## src/rtl/gamepad_pkg.sv

```systemverilog
`default_nettype none
// ============================================================================
// gamepad_pkg : shared types, sizing helpers and SNES bit indices
// Revision    : 1.0
// ============================================================================
package gamepad_pkg;

  typedef enum logic [1:0] {
    IDLE  = 2'd0,
    SHIFT = 2'd1,
    DONE  = 2'd2
  } state_t;

  function automatic int total_bits(input int num_pads, input int bits_per_pad);
    return num_pads * bits_per_pad;
  endfunction

  // Wide enough to hold the value TOTAL itself, not just TOTAL-1.
  function automatic int cnt_width(input int total);
    return $clog2(total + 1);
  endfunction

  localparam int SNES_B      = 0;
  localparam int SNES_Y      = 1;
  localparam int SNES_SELECT = 2;
  localparam int SNES_START  = 3;
  localparam int SNES_UP     = 4;
  localparam int SNES_DOWN   = 5;
  localparam int SNES_LEFT   = 6;
  localparam int SNES_RIGHT  = 7;
  localparam int SNES_A      = 8;
  localparam int SNES_X      = 9;
  localparam int SNES_L      = 10;
  localparam int SNES_R      = 11;

endpackage
`default_nettype wire

```

## src/rtl/gamepad_rx_sync_edge.sv

```systemverilog
`default_nettype none
// ============================================================================
// sync_edge : multi-flop synchroniser with a one-cycle rising-edge pulse
// Revision  : 1.0
// ============================================================================
module sync_edge #(
  parameter int SYNC_STAGES = 2
) (
  input  logic clk,
  input  logic rst,
  input  logic async_in,
  output logic rise
);

  logic [SYNC_STAGES-1:0] sync_q, sync_d;
  logic                   prev_q, prev_d;

  always_comb begin
    sync_d = {sync_q[SYNC_STAGES-2:0], async_in};
    prev_d = sync_q[SYNC_STAGES-1];
  end

  always_ff @(posedge clk or posedge rst) begin
    if (rst) begin
      sync_q <= '0;
      prev_q <= 1'b0;
    end else begin
      sync_q <= sync_d;
      prev_q <= prev_d;
    end
  end

  assign rise = sync_q[SYNC_STAGES-1] & ~prev_q;

endmodule
`default_nettype wire

```

## src/rtl/gamepad_rx.sv

```systemverilog
`default_nettype none
// ============================================================================
// gamepad_rx : daisy-chained NES/SNES pad receiver with frame checking
// Revision   : 1.0
// ============================================================================
module gamepad_rx
  import gamepad_pkg::*;
#(
  parameter int NUM_PADS       = 2,
  parameter int BITS_PER_PAD   = 12,
  parameter int SYNC_STAGES    = 2,
  parameter int TIMEOUT_CYCLES = 4096,
  parameter int CNT_W          = 8
) (
  input  logic                             clk,
  input  logic                             rst,
  input  logic                             game_latch,
  input  logic                             game_clk,
  input  logic                             game_data,
  output logic [NUM_PADS*BITS_PER_PAD-1:0] buttons,
  output logic [NUM_PADS-1:0]              pad_present,
  output logic                             frame_valid,
  output logic                             frame_err,
  output logic [CNT_W-1:0]                 frame_count
);

  localparam int TOTAL = total_bits(NUM_PADS, BITS_PER_PAD);
  localparam int CW    = cnt_width(TOTAL);
  localparam int TMO_W = $clog2(TIMEOUT_CYCLES + 1);

  localparam logic [CW-1:0]    CNT_FULL = CW'(TOTAL);
  localparam logic [TMO_W-1:0] TMO_LAST = TMO_W'(TIMEOUT_CYCLES - 1);

  logic latch_rise, clk_rise, data_s;

  sync_edge #(.SYNC_STAGES(SYNC_STAGES)) u_latch_sync (
    .clk      (clk),
    .rst      (rst),
    .async_in (game_latch),
    .rise     (latch_rise)
  );

  sync_edge #(.SYNC_STAGES(SYNC_STAGES)) u_clk_sync (
    .clk      (clk),
    .rst      (rst),
    .async_in (game_clk),
    .rise     (clk_rise)
  );

  // Data uses the same depth as game_clk so a sample lines up with its edge.
  logic [SYNC_STAGES-1:0] data_sync_q, data_sync_d;
  assign data_sync_d = {data_sync_q[SYNC_STAGES-2:0], game_data};
  assign data_s      = data_sync_q[SYNC_STAGES-1];

  state_t                   state_q, state_d;
  logic [TOTAL-1:0]         shreg_q, shreg_d;
  logic [CW-1:0]            cnt_q, cnt_d;
  logic [TMO_W-1:0]         tmo_q, tmo_d;
  logic                     overrun_q, overrun_d;
  logic [TOTAL-1:0]         buttons_q, buttons_d;
  logic [NUM_PADS-1:0]      present_q, present_d;
  logic                     fvalid_q, fvalid_d;
  logic                     ferr_q, ferr_d;
  logic [CNT_W-1:0]         fcount_q, fcount_d;
  logic [NUM_PADS-1:0]      pad_absent;

  // A pulled-down data line reads as all-ones after inversion.
  for (genvar p = 0; p < NUM_PADS; p++) begin : g_pad
    assign pad_absent[p] = &shreg_q[p*BITS_PER_PAD +: BITS_PER_PAD];
  end

  always_comb begin
    state_d   = state_q;
    shreg_d   = shreg_q;
    cnt_d     = cnt_q;
    tmo_d     = tmo_q;
    overrun_d = overrun_q;
    buttons_d = buttons_q;
    present_d = present_q;
    fvalid_d  = 1'b0;
    ferr_d    = 1'b0;
    fcount_d  = fcount_q;

    case (state_q)
      IDLE: begin
        if (latch_rise) begin
          state_d = SHIFT;
          shreg_d = '0;
          cnt_d   = '0;
          tmo_d   = '0;
        end
      end

      SHIFT: begin
        if (latch_rise) begin
          if (cnt_q != '0) ferr_d = 1'b1;
          shreg_d = '0;
          cnt_d   = '0;
          tmo_d   = '0;
        end else if (clk_rise) begin
          shreg_d = {~data_s, shreg_q[TOTAL-1:1]};
          cnt_d   = cnt_q + 1'b1;
          tmo_d   = '0;
          if (cnt_q == CNT_FULL - 1'b1) state_d = DONE;
        end else if (tmo_q == TMO_LAST) begin
          ferr_d  = 1'b1;
          state_d = IDLE;
          cnt_d   = '0;
          tmo_d   = '0;
        end else begin
          tmo_d = tmo_q + 1'b1;
        end
      end

      DONE: begin
        // cnt_q still holds TOTAL only on the entry cycle.
        if (cnt_q == CNT_FULL) begin
          for (int p = 0; p < NUM_PADS; p++) begin
            if (pad_absent[p]) begin
              buttons_d[p*BITS_PER_PAD +: BITS_PER_PAD] = '0;
              present_d[p] = 1'b0;
            end else begin
              buttons_d[p*BITS_PER_PAD +: BITS_PER_PAD] =
                shreg_q[p*BITS_PER_PAD +: BITS_PER_PAD];
              present_d[p] = 1'b1;
            end
          end
          fvalid_d = 1'b1;
          fcount_d = fcount_q + 1'b1;
          cnt_d    = '0;
        end
        if (latch_rise) begin
          if (overrun_q) ferr_d = 1'b1;
          state_d   = SHIFT;
          shreg_d   = '0;
          cnt_d     = '0;
          tmo_d     = '0;
          overrun_d = 1'b0;
        end else if (clk_rise) begin
          overrun_d = 1'b1;
        end
      end

      default: state_d = IDLE;
    endcase
  end

  always_ff @(posedge clk or posedge rst) begin
    if (rst) begin
      data_sync_q <= '0;
      state_q     <= IDLE;
      shreg_q     <= '0;
      cnt_q       <= '0;
      tmo_q       <= '0;
      overrun_q   <= 1'b0;
      buttons_q   <= '0;
      present_q   <= '0;
      fvalid_q    <= 1'b0;
      ferr_q      <= 1'b0;
      fcount_q    <= '0;
    end else begin
      data_sync_q <= data_sync_d;
      state_q     <= state_d;
      shreg_q     <= shreg_d;
      cnt_q       <= cnt_d;
      tmo_q       <= tmo_d;
      overrun_q   <= overrun_d;
      buttons_q   <= buttons_d;
      present_q   <= present_d;
      fvalid_q    <= fvalid_d;
      ferr_q      <= ferr_d;
      fcount_q    <= fcount_d;
    end
  end

  assign buttons     = buttons_q;
  assign pad_present = present_q;
  assign frame_valid = fvalid_q;
  assign frame_err   = ferr_q;
  assign frame_count = fcount_q;

endmodule
`default_nettype wire

```

## config.mk

```make
export PLATFORM = sky130hd
export DESIGN_NAME = gamepad_rx
export DESIGN_NICKNAME = d
export VERILOG_FILES = /design/src/rtl/gamepad_pkg.sv /design/src/rtl/gamepad_rx_sync_edge.sv /design/src/rtl/gamepad_rx.sv
export SDC_FILE = /design/constraint.sdc
export NUM_CORES = 1
export LEC_CHECK = 0
export BUFFER_PORTS_ARGS = -buffer_cell sky130_fd_sc_hd__buf_2
export CAP_MARGIN = 10
export CORE_MARGIN = 8
export CORE_UTILIZATION = 30
export DETAILED_ROUTE_END_ITERATION = 10
export HOLD_SLACK_MARGIN = 0.06
export SLEW_MARGIN = 10
export SYNTH_ARGS = -nofsm -noshare
export SYNTH_HDL_FRONTEND = slang
export SYNTH_HIERARCHICAL = 1
export SYNTH_SLANG_ARGS = --single-unit
```

## constraint.sdc

```tcl
create_clock -name clk -period 2.44 [get_ports clk]
set_input_delay 0.122 -clock clk [delete_from_list [all_inputs] [get_ports clk]]
set_output_delay 0.122 -clock clk [all_outputs]
set_load 0.005 [all_outputs]
```

# ---- Word level (Yosys, flattened, before mapping)
# Index checks and enable logic that the tools add are counted.
dict set report word_totals {
  wordCells 87
  output_inout_bits 36
  input_bits 5
  register_bits 89
}
dict set report op_classes {
  eq_ne 13
  bitwise 5
  n_addsub 3
  reduce_logical 14
  n_mux 37
}
# operator count
set ops {}
lappend ops {{$mux W24} 3}
lappend ops {{$mux W13} 4}
lappend ops {{$pmux W24 S2} 1}
lappend ops {{$mux W5} 6}
lappend ops {{$pmux W13 S2} 1}
lappend ops {{$mux W12} 2}
lappend ops {{$reduce_and A12 Y1} 2}
lappend ops {{$pmux W5 S3} 1}
lappend ops {{$add A13 B1 Y13 const B} 1}
lappend ops {{$eq A13 B12 Y1 const B} 1}
lappend ops {{$mux W1} 12}
lappend ops {{$ne A3 B3 Y1 const B} 4}
lappend ops {{$eq A5 B5 Y1 const B} 2}
lappend ops {{$mux W2} 5}
lappend ops {{$add A8 B1 Y8 const B} 1}
lappend ops {{$reduce_and A4 Y1} 2}
lappend ops {{$reduce_and A2 Y1} 3}
lappend ops {{$add A5 B1 Y5 const B} 1}
lappend ops {{$reduce_bool A5 Y1} 1}
lappend ops {{$ne A2 B2 Y1 const B} 2}
lappend ops {{$ne A4 B4 Y1 const B} 1}
lappend ops {{$pmux W2 S2} 1}
lappend ops {{$reduce_bool A2 Y1} 2}
lappend ops {{$not A1 Y1} 3}
lappend ops {{other kinds (9)} 10}

# ---- Longest topological paths before layout
dict set report logic_depth {
  ltp_word 5
  depth_mapped 9
  depth_no_buf 7
}

# ---- Hierarchy
# Netlist, hierarchy kept.
# module area_per_inst_um2 cells_each n_inst seq_area_each_um2
set by_module_without_submodules {}
lappend by_module_without_submodules {gamepad_rx 3691.0 348 1 2077.0}
lappend by_module_without_submodules {sync_edge 92.6 5 2 75.1}

# ---- Worst setup path after synthesis
# OpenSTA, ideal clock, no wires.
dict set report synth_path {
  path_kind {reg2reg}
  from {reg state_q[0]}
  to {reg tmo_q[10]}
  arrival_time_ns 1.792
  n_path_buf 1
  synth_period_minus_slack_ns 1.865
  setup_ns 0.073
  path_slack_ns 0.575
  required_time_ns 2.367
  stages_incl_launch_ff 8
  cell_sequence {dfrtp_1 > inv_1 > ha_1 > buf_6 > nor3b_4 > o21ai_2 > or4_4 > a21oi_2}
}
dict set report synth_via {
  elab_chain_len 4
  word_cells_on_any_way 8
  classes_between {eq/ne (3); mux (1); reduce/logical (4)}
}
# item line
set synth_lines {}
lappend synth_lines {{from (decl)} gamepad_rx.sv:55} ;# state_t state_q, state_d;
lappend synth_lines {{from (signal assigned)} gamepad_rx.sv:163} ;# state_q <= state_d;
lappend synth_lines {{$eq A2 B2 Y1 / $logic_not A2 Y1 (equally long branches)} gamepad_rx.sv:84} ;# case (state_q)
lappend synth_lines {{$reduce_or A2 Y1 (no line)} -}
lappend synth_lines {{$ne A2 B1 Y1 (no line) / $reduce_bool A2 Y1 (equally long branches)} -}
lappend synth_lines {{$reduce_and A2 Y1 (no line)} -}
lappend synth_lines {{to (signal assigned)} gamepad_rx.sv:166} ;# tmo_q <= tmo_d;
lappend synth_lines {{to (decl)} gamepad_rx.sv:58} ;# logic [TMO_W-1:0] tmo_q, tmo_d;
# Several ways; a longest one is shown, not always the timed one.
# A chain may end at the register's enable or synchronous reset.

# ---- Worst setup path after layout
dict set report layout_path {
  from {reg state_q[0]}
  to {reg fcount_q[3], in the netlist frame_count[3]}
}
dict set report layout_via {
  elab_chain_len 2
}
# item line
set layout_lines {}
lappend layout_lines {{$eq A2 B2 Y1} gamepad_rx.sv:84}
lappend layout_lines {{$reduce_and A2 Y1 (no line)} -}
lappend layout_lines {{to (signal assigned)} gamepad_rx.sv:172} ;# fcount_q <= fcount_d;
lappend layout_lines {{to (decl)} gamepad_rx.sv:64} ;# logic [CNT_W-1:0] fcount_q, fcount_d;
# Every way passes these cells.

==> flow_metrics.py <==
metrics = {
    "clock_network": {
        "cts.clk_slew.worst_paths_ns": 0.06,
        "clock_sinks": 89,
        "cts_buffer_depth": 2,
        "cts_setup_buffers": 0,
        "h-tree-depth": 3,
        "clock_latency_ns": 0.34,
        "cts_buffers": 9,
        "cts_root_buf": "clkbuf_16",
        "cts_tree": "done",
    },
    "setup_path": {
        "critPathMaxStageDelay_ns": 0.47,
        "reg2reg_to": "frame_count[3]",
        "end_kind": "flop",
        "reg2reg_slack_ns": 0.17,
        "critPathLaunchType": "flop",
        "r2r_start": "state_q[0]",
        "path_cells": "inv_1, ha_1, nand2_1, buf_4, inv_1, nand4_1, xnor2_1",
        "crit_end": "frame_count[3]",
        "cp.required_ns": 2.66,
        "crit_start": "state_q[0]",
        "path_class": "flop to flop",
        "cpMostUsedCell": "inv_1",
        "r2r_cells": 7,
        "worstPathMaxFanout": 24,
        "critPathSlowestCell": "ha_1",
        "cp.arrival_ns": 2.49,
    },
    "final_layout": {
        "layout.area.seq_um2": 2230,
        "fin_cells": 578,
        "fillers": 1278,
        "finish.instance_area_um2": 4610,
        "nets": 414,
        "area_delta_synth_final_pct": 18.9,
        "diodes": 0,
        "drive_above_1_share_pct": 18.7,
        "multiInputGateArea_um2": 1510,
    },
    "flow_run": {
        "drv_cap": 0,
    },
    "worst_hold_path": {
        "min_path_type": "input port to async pin",
    },
    "floorplanning": {
        "dieHeight_um": 130,
        "die_area_um2": 16800,
        "rows": 41,
        "ios": 41,
        "start_util_pct": 30.7,
        "core-area_um2": 12600,
        "die_w_um": 130,
    },
    "synthesis": {
        "synth-compound-area-share_pct": 16.7,
        "yosys.area.top_type_share_pct": 57.5,
        "ys.flop_type": "dfrtp_1",
        "yosysSeqAreaShare_pct": 57.5,
        "synth-async-reset-ratio_pct": 100,
        "syn_area_um2": 3880,
        "synth_xor_area_share_pct": 2.71,
        "synth_edf_count": 0,
        "synth_top_cells_by_area": "dfrtp_1, nand2_1, a22o_1",
        "synth_fa_ha_area_share_pct": 2.58,
        "ys_warn_count": 6,
        "yosysUniqueCellTypes": 48,
        "synth_mux_area_share_pct": 0.516,
        "synth_top_area_cell": "dfrtp_1",
        "synth_simple_gate_area_share_pct": 16.4,
        "synth_top_family_by_area": "compound AO/OA/AOI/OAI gates",
        "synth_fp_nets": 371,
        "ys_ff_latch": 89,
        "synth_cells": 358,
        "avgSynthCellArea_um2": 10.8,
    },
    "power": {
        "seqPwrFrac_pct": 43.7,
        "p_sw_w": 0.00107,
        "p_clk_share_pct": 38.6,
        "swShare_pct": 29.5,
        "p_leak_nw": 2.17,
        "max-vdd-ir-drop_v": 0.000448,
        "combinationalPowerShare_pct": 17.7,
        "power_density_nw_per_um2": 788,
        "power.internal_w": 0.00256,
    },
    "placement": {
        "dp_slack_ns": 0.0388,
        "numPortBuffers": 40,
        "dpl_cell_area_um2": 4260,
        "placedCellCount": 558,
        "post-dp-hpwl_um": 5730,
        "gp_congestion": 0.804,
    },
    "sta": {
        "maxSlewHeadroom_pct": 63.5,
        "rsz0062_at_grt": "false",
        "setup_tns_ns": 0,
        "worst_pin_slew_ns": 0.541,
        "setup_viol": 0,
        "slew_viol_final": 0,
        "hold_viol_final": 0,
        "max_clock_freq_mhz": 440,
        "worst_slack_ns": 0.167,
        "timing.final.crit_share_pct": 93.2,
        "finClkSkew_ns": 0.00567,
        "fin_crit_ns": 2.27,
    },
    "route": {
        "viasPerCell": 4.89,
        "ant_nets": 0,
        "drc_errors": 0,
        "dr_total_vias": 2828,
        "finalWirelength_um": 8200,
        "dr.pass1.iters": 4,
        "drt-wirelength-per-cell_um": 14.2,
        "drtIter0Drc": 170,
    },
    "global_route": {
        "overflow": 0,
        "first_global_vias": 2816,
        "antenna_found_initial": 0,
        "grt.total_usage_pct": 10.3,
        "grt_pass1_wl_um": 13800,
        "grt_max_degree": 54,
    },
    "outcome": {
        "status": "finished, final reports clean",
    },
}
-- worst max-delay path, delay by kind of cell, from the launching register on --
family,cells,cell delay (ns)
DFF,1,0.40
buffers and inverters,3,0.63
xor gates and xnor gates,1,0.14
and+or+nand+nor,2,0.50
adders and majority gates,1,0.47
-- stage by stage --
stage / utilization (%) / power [W] / hold slack [ns]
5_1_grt: 36.5 / 0.00380 / 0.216
4_1_cts: 36.5 / 0.00368 / 0.203
6_report: 36.5 / 0.00363 / 0.214
3_3_place_gp: 33.7 / 0.00223 / 0.0192
2_1_floorplan: - / 0.00210 / -0.124
3_5_place_dp: 33.7 / 0.00226 / 0.0231
-- synthesized netlist by cell type, drive strengths merged, types with 3 or more instances --
| cell | n |
|---|---|
| xnor2 | 4 |
| clkbuf | 3 |
| and2 | 3 |
| inv | 14 |
| a22o | 24 |
| o211ai | 6 |
| xor2 | 8 |
| o21ai | 33 |
| nand4 | 11 |
| o31a | 3 |
| o31ai | 7 |
| or4 | 3 |
| nand2 | 63 |
| dfrtp | 89 |
| or3 | 3 |
| nand3 | 7 |
| a21oi | 8 |
| nor2 | 16 |
| ha | 8 |
| nor3 | 5 |
| buf | 13 |
-- layout by cell type (no fill, tap or decap), types with 4 or more instances in the layout --
master         count
o211ai_1           6
xnor2_1            4
a22o_1            24
a21oi_1            7
nor3_1             4
nand3_1            7
xor2_1             8
o31ai_1            7
nand4_1           11
clkbuf_16          9
dfrtp_1           89
nand2_1           62
ha_1               8
o21ai_0           29
buf_2             40
nor2_1            14
dlygate4sd3_1      4
inv_1             13
-- final cells by class --
cell class              instances  share of cell area, %
inverters                      14                   1.17
repair buffers                 48                   6.41
well taps                     172                   4.67
multi-input cells             239                   32.8
clock inverters                 6                   1.44
flip-flops and latches         89                   48.3
clock buffers                  10                   5.19
-- logic make-up after synthesis --
group / after synthesis
buf+inv: 30
simple gates: 125
fa+ha+maj: 8
xor+xnor: 12
compound gates: 92
mux: 2
flops: 89
-- per-layer routing --
metal / share of wire [%] / global-route usage, %
met5: 0 / 0
met1: 48 / 13.7
met2: 45 / 15.4
met4: 1.2 / 3.83
met3: 5.0 / 2.96
-- power by group through the flow --
| stage | clock network (W) | registers, W | logic [W] |
|---|---|---|---|
| 3_5_place_dp | 0 | 0.00161 | 0.000647 |
| 4_1_cts | 0.00144 | 0.00158 | 0.000650 |
| 3_3_place_gp | 0 | 0.00161 | 0.000625 |
| 6_report | 0.00140 | 0.00159 | 0.000644 |
| 2_1_floorplan | 0 | 0.00160 | 0.000502 |
| 5_1_grt | 0.00150 | 0.00159 | 0.000714 |
-- flip-flops by register name, indices dropped and copies added, names as in the netlist, 2 cells and up --
| signal | count |
|---|---|
| buttons | 24 |
| shreg_q | 24 |
| tmo_q | 13 |
| frame_count | 8 |
| cnt_q | 5 |
| data_sync_q | 2 |
| pad_present | 2 |
| state_q | 2 |
| u_clk_sync/sync_q | 2 |
| u_latch_sync/sync_q | 2 |
-- what timing repair did --
item                       in CTS  in global routing
hold buffers                    4                  0
hold endpoints to repair       39                  0
resized for setup               0                  2
setup endpoints to repair       0                 26
-- worst min path at each step --
stage	start	to	cells after the start
6_report	rst	u_clk_sync/sync_q[0]	3
3_5_place_dp	rst	u_clk_sync/sync_q[1]	2
3_3_place_gp	rst	u_clk_sync/sync_q[0]	2
4_1_cts	rst	u_clk_sync/sync_q[0]	3
5_1_grt	rst	u_clk_sync/sync_q[0]	3
2_1_floorplan	rst	u_clk_sync/prev_q	1
Note: power is estimated with default switching activity, not from simulation.
